===== config.mk =====
export PLATFORM = sky130hd
export DESIGN_NAME = y_capture_fifo
export DESIGN_NICKNAME = d
export VERILOG_FILES = /design/src/rtl/y_capture_fifo.sv
export SDC_FILE = /design/constraint.sdc
export NUM_CORES = 1
export LEC_CHECK = 0
export CAP_MARGIN = 20
export CORE_AREA = 2 2 66 68
export CTS_CLUSTER_SIZE = 24
export DETAILED_ROUTE_END_ITERATION = 12
export DIE_AREA = 0 0 68 70
export DONT_BUFFER_PORTS = 1
export PLACE_DENSITY = 0.77
export SKIP_LAST_GASP = 1
export SYNTH_ARGS = -nofsm -noshare
export SYNTH_HDL_FRONTEND = slang
export SYNTH_SLANG_ARGS = --single-unit

===== constraint.sdc =====
create_clock -name clk -period 3.4 [get_ports clk]
set_clock_uncertainty 0.05 [all_clocks]
set_input_delay 0.51 -clock clk [delete_from_list [all_inputs] [get_ports clk]]
set_output_delay 0.51 -clock clk [all_outputs]
set_load 0.02 [all_outputs]

===== src/rtl/y_capture_fifo.sv =====
// Capture FIFO for the 4-bit x->y datapath: samples y_in while enabled (optionally only on change)
// and drains it through a first-word-fall-through valid/ready port. Optional DROP_COUNT_EN adds drop_count.
module y_capture_fifo #(
  parameter int WIDTH    = 4,
  parameter int DEPTH    = 8,
  parameter int CHG_ONLY = 1
) (
  input  logic                       clk,
  input  logic                       reset,
  input  logic                       enable,
  input  logic [WIDTH-1:0]           y_in,
  output logic [WIDTH-1:0]           out_data,
  output logic                       out_valid,
  input  logic                       out_ready,
  output logic [$clog2(DEPTH+1)-1:0] count,
  output logic                       full,
  output logic                       overflow
`ifdef DROP_COUNT_EN
  ,
  output logic [7:0]                 drop_count
`endif
);

  localparam int PW = $clog2(DEPTH);
  localparam int CW = $clog2(DEPTH+1);

  typedef enum logic {S_FIRST, S_TRACK} cap_state_e;

  cap_state_e       state_q, state_d;
  logic [WIDTH-1:0] mem_q [DEPTH];
  logic [WIDTH-1:0] mem_d [DEPTH];
  logic [PW-1:0]    wr_ptr_q, wr_ptr_d;
  logic [PW-1:0]    rd_ptr_q, rd_ptr_d;
  logic [CW-1:0]    count_q, count_d;
  logic [WIDTH-1:0] last_y_q, last_y_d;
  logic             overflow_q, overflow_d;
  logic             want_push, push, pop, drop;
`ifdef DROP_COUNT_EN
  logic [7:0]       drop_cnt_q, drop_cnt_d;
`endif

  assign out_valid = (count_q != '0);
  assign full      = (count_q == CW'(DEPTH));
  assign count     = count_q;
  assign overflow  = overflow_q;
  assign out_data  = mem_q[rd_ptr_q];
`ifdef DROP_COUNT_EN
  assign drop_count = drop_cnt_q;
`endif

  // NOTE: every signal written here gets a default first, so no path leaves it unassigned and no latch is inferred.
  always_comb begin
    state_d    = state_q;
    mem_d      = mem_q;
    wr_ptr_d   = wr_ptr_q;
    rd_ptr_d   = rd_ptr_q;
    count_d    = count_q;
    last_y_d   = last_y_q;
    overflow_d = overflow_q;
`ifdef DROP_COUNT_EN
    drop_cnt_d = drop_cnt_q;
`endif

    want_push = enable && ((CHG_ONLY == 0) || (state_q == S_FIRST) || (y_in != last_y_q));
    pop       = out_valid && out_ready;
    push      = want_push && (!full || pop);
    drop      = want_push && full && !pop;

    if (push) begin
      mem_d[wr_ptr_q] = y_in;
      wr_ptr_d        = wr_ptr_q + PW'(1);
      last_y_d        = y_in;
      state_d         = S_TRACK;
    end
    if (pop) begin
      rd_ptr_d = rd_ptr_q + PW'(1);
    end

    unique case ({push, pop})
      2'b10:   count_d = count_q + CW'(1);
      2'b01:   count_d = count_q - CW'(1);
      default: count_d = count_q;
    endcase

    // A dropped push leaves the FIFO and last_y alone so the same value asks again next cycle.
    if (drop) begin
      overflow_d = 1'b1;
`ifdef DROP_COUNT_EN
      if (drop_cnt_q != 8'hFF) drop_cnt_d = drop_cnt_q + 8'd1;
`endif
    end
  end

  // NOTE: sequential state uses non-blocking assignments so all flops update together at the edge.
  always_ff @(posedge clk or posedge reset) begin
    if (reset) begin
      state_q    <= S_FIRST;
      wr_ptr_q   <= '0;
      rd_ptr_q   <= '0;
      count_q    <= '0;
      last_y_q   <= '0;
      overflow_q <= 1'b0;
`ifdef DROP_COUNT_EN
      drop_cnt_q <= '0;
`endif
      // NOTE: the storage array is reset too, because out_data reads it directly and must show 0 after reset.
      for (int i = 0; i < DEPTH; i++) mem_q[i] <= '0;
    end else begin
      state_q    <= state_d;
      wr_ptr_q   <= wr_ptr_d;
      rd_ptr_q   <= rd_ptr_d;
      count_q    <= count_d;
      last_y_q   <= last_y_d;
      overflow_q <= overflow_d;
`ifdef DROP_COUNT_EN
      drop_cnt_q <= drop_cnt_d;
`endif
      mem_q      <= mem_d;
    end
  end

endmodule


# Yosys cells after proc, flatten, opt, wreduce, memory -nomap -nowiden
# Index checks and enable logic that the tools add are counted.
dict set report word_totals {
  ff_bits 48
  latchBits 0
  ram_bits 0
  romBits 0
  in_bits 8
  output_inout_bits 11
  wordCells 47
  memories 0
}
dict set report op_classes {
  addsub 4
  multipliers 0
  div 0
  n_lt_le_gt_ge 3
  eq_ne 4
  shift 0
  mux 7
  bitwise 3
  n_reduce_logical 12
}
# cell n
set ops {}
lappend ops {{32-bit bitwise mux} 1}
lappend ops {{4-bit binary-select mux with 3-bit select} 1}
lappend ops {{4-bit demux with 3-bit select} 1}
lappend ops {{4-bit two-way mux} 3}
lappend ops {{4-bit >= comparator (second input constant)} 2}
lappend ops {{3-bit inverter with 4-bit output} 2}
lappend ops {{4-bit one-hot mux with 2 select lines} 1}
lappend ops {{3-bit by 1-bit adder with 3-bit output (second input constant)} 2}
lappend ops {{1-bit logical AND} 6}
lappend ops {{4-bit by 1-bit adder with 4-bit output (second input constant)} 1}
lappend ops {{4-bit equality test (second input constant)} 1}
lappend ops {{4-bit by 1-bit < comparator with 1-bit output (second input constant)} 1}
lappend ops {{4-bit != test} 1}
lappend ops {{4-bit nonzero test} 1}
lappend ops {{4-bit by 1-bit subtractor with 4-bit output (second input constant)} 1}
lappend ops {{2-bit by 1-bit equality test with 1-bit output (second input constant)} 1}
lappend ops {{2-bit equality test (second input constant)} 1}
lappend ops {{1-bit logical NOT} 2}
lappend ops {{1-bit logical OR} 2}
lappend ops {{2-bit nonzero test} 1}
lappend ops {{1-bit inverter} 1}

# Logic depth before layout (Yosys ltp)
dict set report logic_depth {
  depth_word 6
  ltp_mapped 11
  depth_no_buf 10
}

# Worst setup path before layout
# OpenSTA, ideal clock, no wires.
dict set report synth_path {
  kind {register -> register}
  start {reg count_q[0] (netlist: count[0])}
  end {reg count_q[2] (netlist: count[2])}
  setup_time_ps 134
  arrival_time_ps 2537
  t_required_ps 3216
  setup_slack_ps 679
  stages_incl_launch_ff 11
  path_buffers 0
  period_less_slack_ps 2721
  path_cell_list {dfrtp_1 -> or4_2 -> nand2_1 -> inv_1 -> ha_1 -> xor2_1 -> ha_1 -> a21oi_1 -> xor2_1 -> nor2_1 -> xor2_1}
}
dict set report synth_via {
  elab_chain_len 6
  elab_cells_between_ends 12
  cone_classes {add/sub (2); eq/ne (3); mux (1); reduce/logical (6)}
}
# item line
set synth_rtl {}
lappend synth_rtl {{from (decl)} 34} ;# logic [CW-1:0] count_q, count_d;
lappend synth_rtl {{from (signal assigned)} 112} ;# count_q <= count_d;
lappend synth_rtl {{4-bit nonzero test *} 42} ;# assign out_valid = (count_q != '0);
lappend synth_rtl {{net out_valid} 13} ;# output logic out_valid,
lappend synth_rtl {{1-bit logical AND *} 65} ;# pop = out_valid && out_ready;
lappend synth_rtl {{net pop} 37} ;# logic want_push, push, pop, drop;
lappend synth_rtl {{1-bit logical OR} 66} ;# push = want_push && (!full || pop);
lappend synth_rtl {{1-bit logical AND} 66}
lappend synth_rtl {{2-bit by 1-bit equality test with 1-bit output or 2-bit equality test (tied branches)} 79} ;# unique case ({push, pop})
lappend synth_rtl {{4-bit one-hot mux with 2 select lines or 2-bit nonzero test (tied branches)} n/a}
# The timed path passes the listed nets; every way through them passes the cells marked *.
# A chain may end at the register's enable or synchronous reset.

# Final worst setup path
dict set report layout_path {
  start {reg count_q[1] (netlist: count[1])}
  end {reg count_q[2] (netlist: count[2])}
}
# The elaborated chain is that of the path after synthesis.

==> reports/metrics.json <==
{
  "clocking": {
    "ctsHtreeMaxLevel": 2,
    "clock_root_cell": "sky130_fd_sc_hd__clkbuf_8",
    "cts_max_path_buffers": 2,
    "hold_buffers": 0,
    "postCtsSetupBuffers": 0,
    "post_cts_resize_count": 0,
    "clock_transition_at_the_registers_of_the_reported_paths_ns": 0.08,
    "clock_sink_count": 48,
    "clock_tree_from_tritoncts": "yes",
    "number_of_cts_inserted_buffers": 5,
    "clk-insertion-delay-late_ns": 0.30
  },
  "job": {
    "timing.max_cap.violations": 0
  },
  "power_and_ir_drop": {
    "power.switching_fraction": 0.359,
    "netsw_uw": 886,
    "share_seq_of_total_power": 0.461,
    "power_frac_clock": 0.142,
    "intPower_uw": 1580,
    "power.ir.vdd_worst_v": 0.000549,
    "p_leak_uw": 0.00110,
    "power.combinational.fraction": 0.396,
    "powerDensity_nw_per_um2": 933
  },
  "setup_path": {
    "timing.setup.critical_path_class": "flop to flop",
    "kind_of_launch_point_of_the_worst_setup_path": "flop",
    "timing.critical_path.arrival_ns": 3.09,
    "timing.critical_path.required_ns": 3.53,
    "timing.critical_path.to_type": "flop",
    "critical_path_peak_fanout": 9
  },
  "sta": {
    "tightestPinTransition_ns": 0.621,
    "report.final.slew_viol_count": 0,
    "worst_slew_margin_rel": 0.586,
    "fin_setup_tns_ns": 0,
    "timing.fmax_ghz": 0.338,
    "rsz_0062_raised_after_global_routing": "false",
    "layout_min_cycle_time_ns": 2.96,
    "fin_crit_sh": 0.870,
    "layout_setup_ws_ns": 0.442,
    "finalHoldViolations": 0,
    "report.final.setup_viol": 0
  },
  "die": {
    "dieArea_um2": 4760,
    "fp.dieH_um": 70,
    "design.core.area_um2": 4140,
    "start_util": 0.602,
    "fp.dieW_um": 68,
    "std_cell_rows": 24,
    "io_pins": 19
  },
  "logic_synthesis": {
    "synth_largest_type_area_fraction": 0.481,
    "synthesis.nets": 187,
    "synth.cell_area_um2": 2500,
    "yosys-top-cells-count": "sky130_fd_sc_hd__dfrtp_1 (48), sky130_fd_sc_hd__mux2_2 (39), sky130_fd_sc_hd__mux4_2 (8), sky130_fd_sc_hd__xor2_1 (8)",
    "synthesized_instance_count": 174,
    "yosysMostFrequentCell": "sky130_fd_sc_hd__dfrtp_1",
    "share_of_the_synthesized_area_in_compound_gates_ao_oa_aoi_oai": 0.0967,
    "synth_top_family_by_area": "multiplexers",
    "total_of_warnings_raised_by_yosys": 0,
    "synth_sequential_area_ratio": 0.481,
    "synth_top_cells_by_area": "sky130_fd_sc_hd__dfrtp_1 (48%), sky130_fd_sc_hd__mux2_2 (18%), sky130_fd_sc_hd__mux4_2 (7.2%)",
    "post_synthesis_simple_gate_area_fraction": 0.0466,
    "yosys.cell_types.count": 38,
    "synthesis.area_per_instance_um2": 14.3,
    "synth_xor_area_frac": 0.0456,
    "synth-async-reset-ratio": 1.00,
    "post-synth-top-area-cell": "sky130_fd_sc_hd__dfrtp_1",
    "synth_fa_ha_area_frac": 0.0251,
    "synth_enable_flop_cells": 0,
    "synth_seq_cells": 48,
    "top_ff_cell_synth": "sky130_fd_sc_hd__dfrtp_1",
    "yosys-mux-area-fraction": 0.272
  },
  "outcome": {
    "run_status": "complete, no violations"
  },
  "global_routing": {
    "track_usage": 0.226,
    "grt_max_degree": 49,
    "via_count_of_the_first_global_routing_pass": 1506,
    "global_route.overflow_total": 0,
    "number_of_antenna_violations_at_the_first_check_in_global_routing": 0,
    "grt_first_pass_wirelength_um": 7820
  },
  "routing": {
    "detail_route.vias_per_cell": 6.10,
    "detail_route.drc_violations": 0,
    "first_iter_violations": 95,
    "dr_total_vias": 1397,
    "final_antenna_net_count": 0,
    "drt_pass1_iterations": 4,
    "drt-total-wl_um": 4500,
    "avgRoutedWirePerCell_um": 19.6
  },
  "placement": {
    "io_buffer_count": 0,
    "finalWeightedCongestion": 0.724,
    "dpl.hpwl_um": 3150,
    "post-place-ws_ns": 0.460
  },
  "layout": {
    "num_antenna_cells": 0,
    "nNetsFinal": 189,
    "synthesis_to_finish_area_growth_pct": 5.97,
    "drive_above_1_share": 0.446
  },
  "min_path": {
    "hp-class": "primary input to flop"
  }
}
layout make-up:
type / instances / area, um2
Clock buffer: 7 / 86.3
Clock inverter: 1 / 7.51
Fill cell: 316 / 1500
Inverter: 5 / 18.8
Multi-Input combinational cell: 111 / 1210
Sequential cell: 48 / 1200
Tap cell: 52 / 65.1
Timing Repair Buffer: 5 / 52.6
metrics by stage:
| step | area (um2) | std cells | total power [uW] | util | hold slack, ns |
|---|---|---|---|---|---|
| final | 2650 | 229 | 2470 | 0.638 | 0.302 |
| after global routing | 2650 | 229 | 2660 | 0.638 | 0.281 |
| after CTS | 2620 | 227 | 2500 | 0.631 | 0.288 |
| after detailed placement | 2520 | 219 | 2140 | 0.608 | 0.415 |
| after global placement | 2520 | 219 | 2080 | 0.608 | 0.393 |
| after floorplan | 2500 | 174 | 1950 | - | 0.375 |
placed cells by master (no fill, tap or decap), types with 3 or more instances in the layout:
cell	n
sky130_fd_sc_hd__a21o_2	4
sky130_fd_sc_hd__clkbuf_8	6
sky130_fd_sc_hd__o2111ai_1	3
sky130_fd_sc_hd__a21oi_2	3
sky130_fd_sc_hd__xor2_1	8
sky130_fd_sc_hd__xnor2_1	5
sky130_fd_sc_hd__mux2_4	4
sky130_fd_sc_hd__dfrtp_1	48
sky130_fd_sc_hd__inv_1	4
sky130_fd_sc_hd__nor2b_1	3
sky130_fd_sc_hd__o211ai_2	3
sky130_fd_sc_hd__mux2_2	39
sky130_fd_sc_hd__ha_1	5
sky130_fd_sc_hd__buf_4	3
sky130_fd_sc_hd__mux4_2	8
sky130_fd_sc_hd__o21ai_0	3
critical path, cell delays in order (launching register included):
cell and delay (ns):
sky130_fd_sc_hd__dfrtp_1 0.54, sky130_fd_sc_hd__or4_2 0.82, sky130_fd_sc_hd__nand2_1 0.18, sky130_fd_sc_hd__inv_1 0.08
sky130_fd_sc_hd__ha_1 0.25, sky130_fd_sc_hd__xor2_1 0.17, sky130_fd_sc_hd__ha_1 0.21, sky130_fd_sc_hd__a21oi_1 0.14
sky130_fd_sc_hd__xor2_1 0.18, sky130_fd_sc_hd__nor2_1 0.07, sky130_fd_sc_hd__xor2_1 0.14
routing by layer:
| layer | wire [um] | part of all wire | vias to the layer above | GRT usage |
|---|---|---|---|---|
| li1 | - | - | 641 | - |
| met1 | 1970 | 0.44 | 718 | 0.318 |
| met2 | 2280 | 0.51 | 30 | 0.343 |
| met3 | 168 | 0.037 | 8 | 0.0515 |
| met4 | 77 | 0.017 | 0 | 0.0822 |
| met5 | 0 | 0 | - | 0 |
sequential cells by signal, summed over array words and instances (netlist names):
register,flops
rd_ptr_q,3
last_y_q,4
state_q,1
count,4
wr_ptr_q,3
mem_q,32
overflow,1
kinds of logic (layout without fill, tap and decap cells):
logic type               Yosys count  after routing
AO/OA/AOI/OAI                     24             24
XOR/XNOR                          13             13
adder cells (fa/ha/maj)            5              5
buffers and inverters             15             18
flip-flops                        48             48
multiplexers                      51             51
AND/OR/NAND/NOR                   18             18
power groups by stage:
| stage | clock network, uW | logic, uW | registers, uW |
|---|---|---|---|
| finish | 351 | 978 | 1140 |
| global route | 394 | 1070 | 1190 |
| CTS | 364 | 991 | 1140 |
| detailed placement | 0 | 984 | 1160 |
| global placement | 0 | 949 | 1130 |
| floorplan | 0 | 917 | 1030 |
path summary, 6_finish.rpt:
kind	start	endpoint	slack, ns	cells after the start
max in group asynchronous	reset	mem_q[13]	2.27	3
min	y_in[0]	mem_q[24]	0.30	1
max	count[1]	count[2]	0.44	10
min in group asynchronous	reset	mem_q[2]	0.55	2
min reg2reg	state_q	state_q	0.43	1
max reg2reg	count[1]	count[2]	0.44	10
No activity file was read; power rests on OpenSTA's default activity.
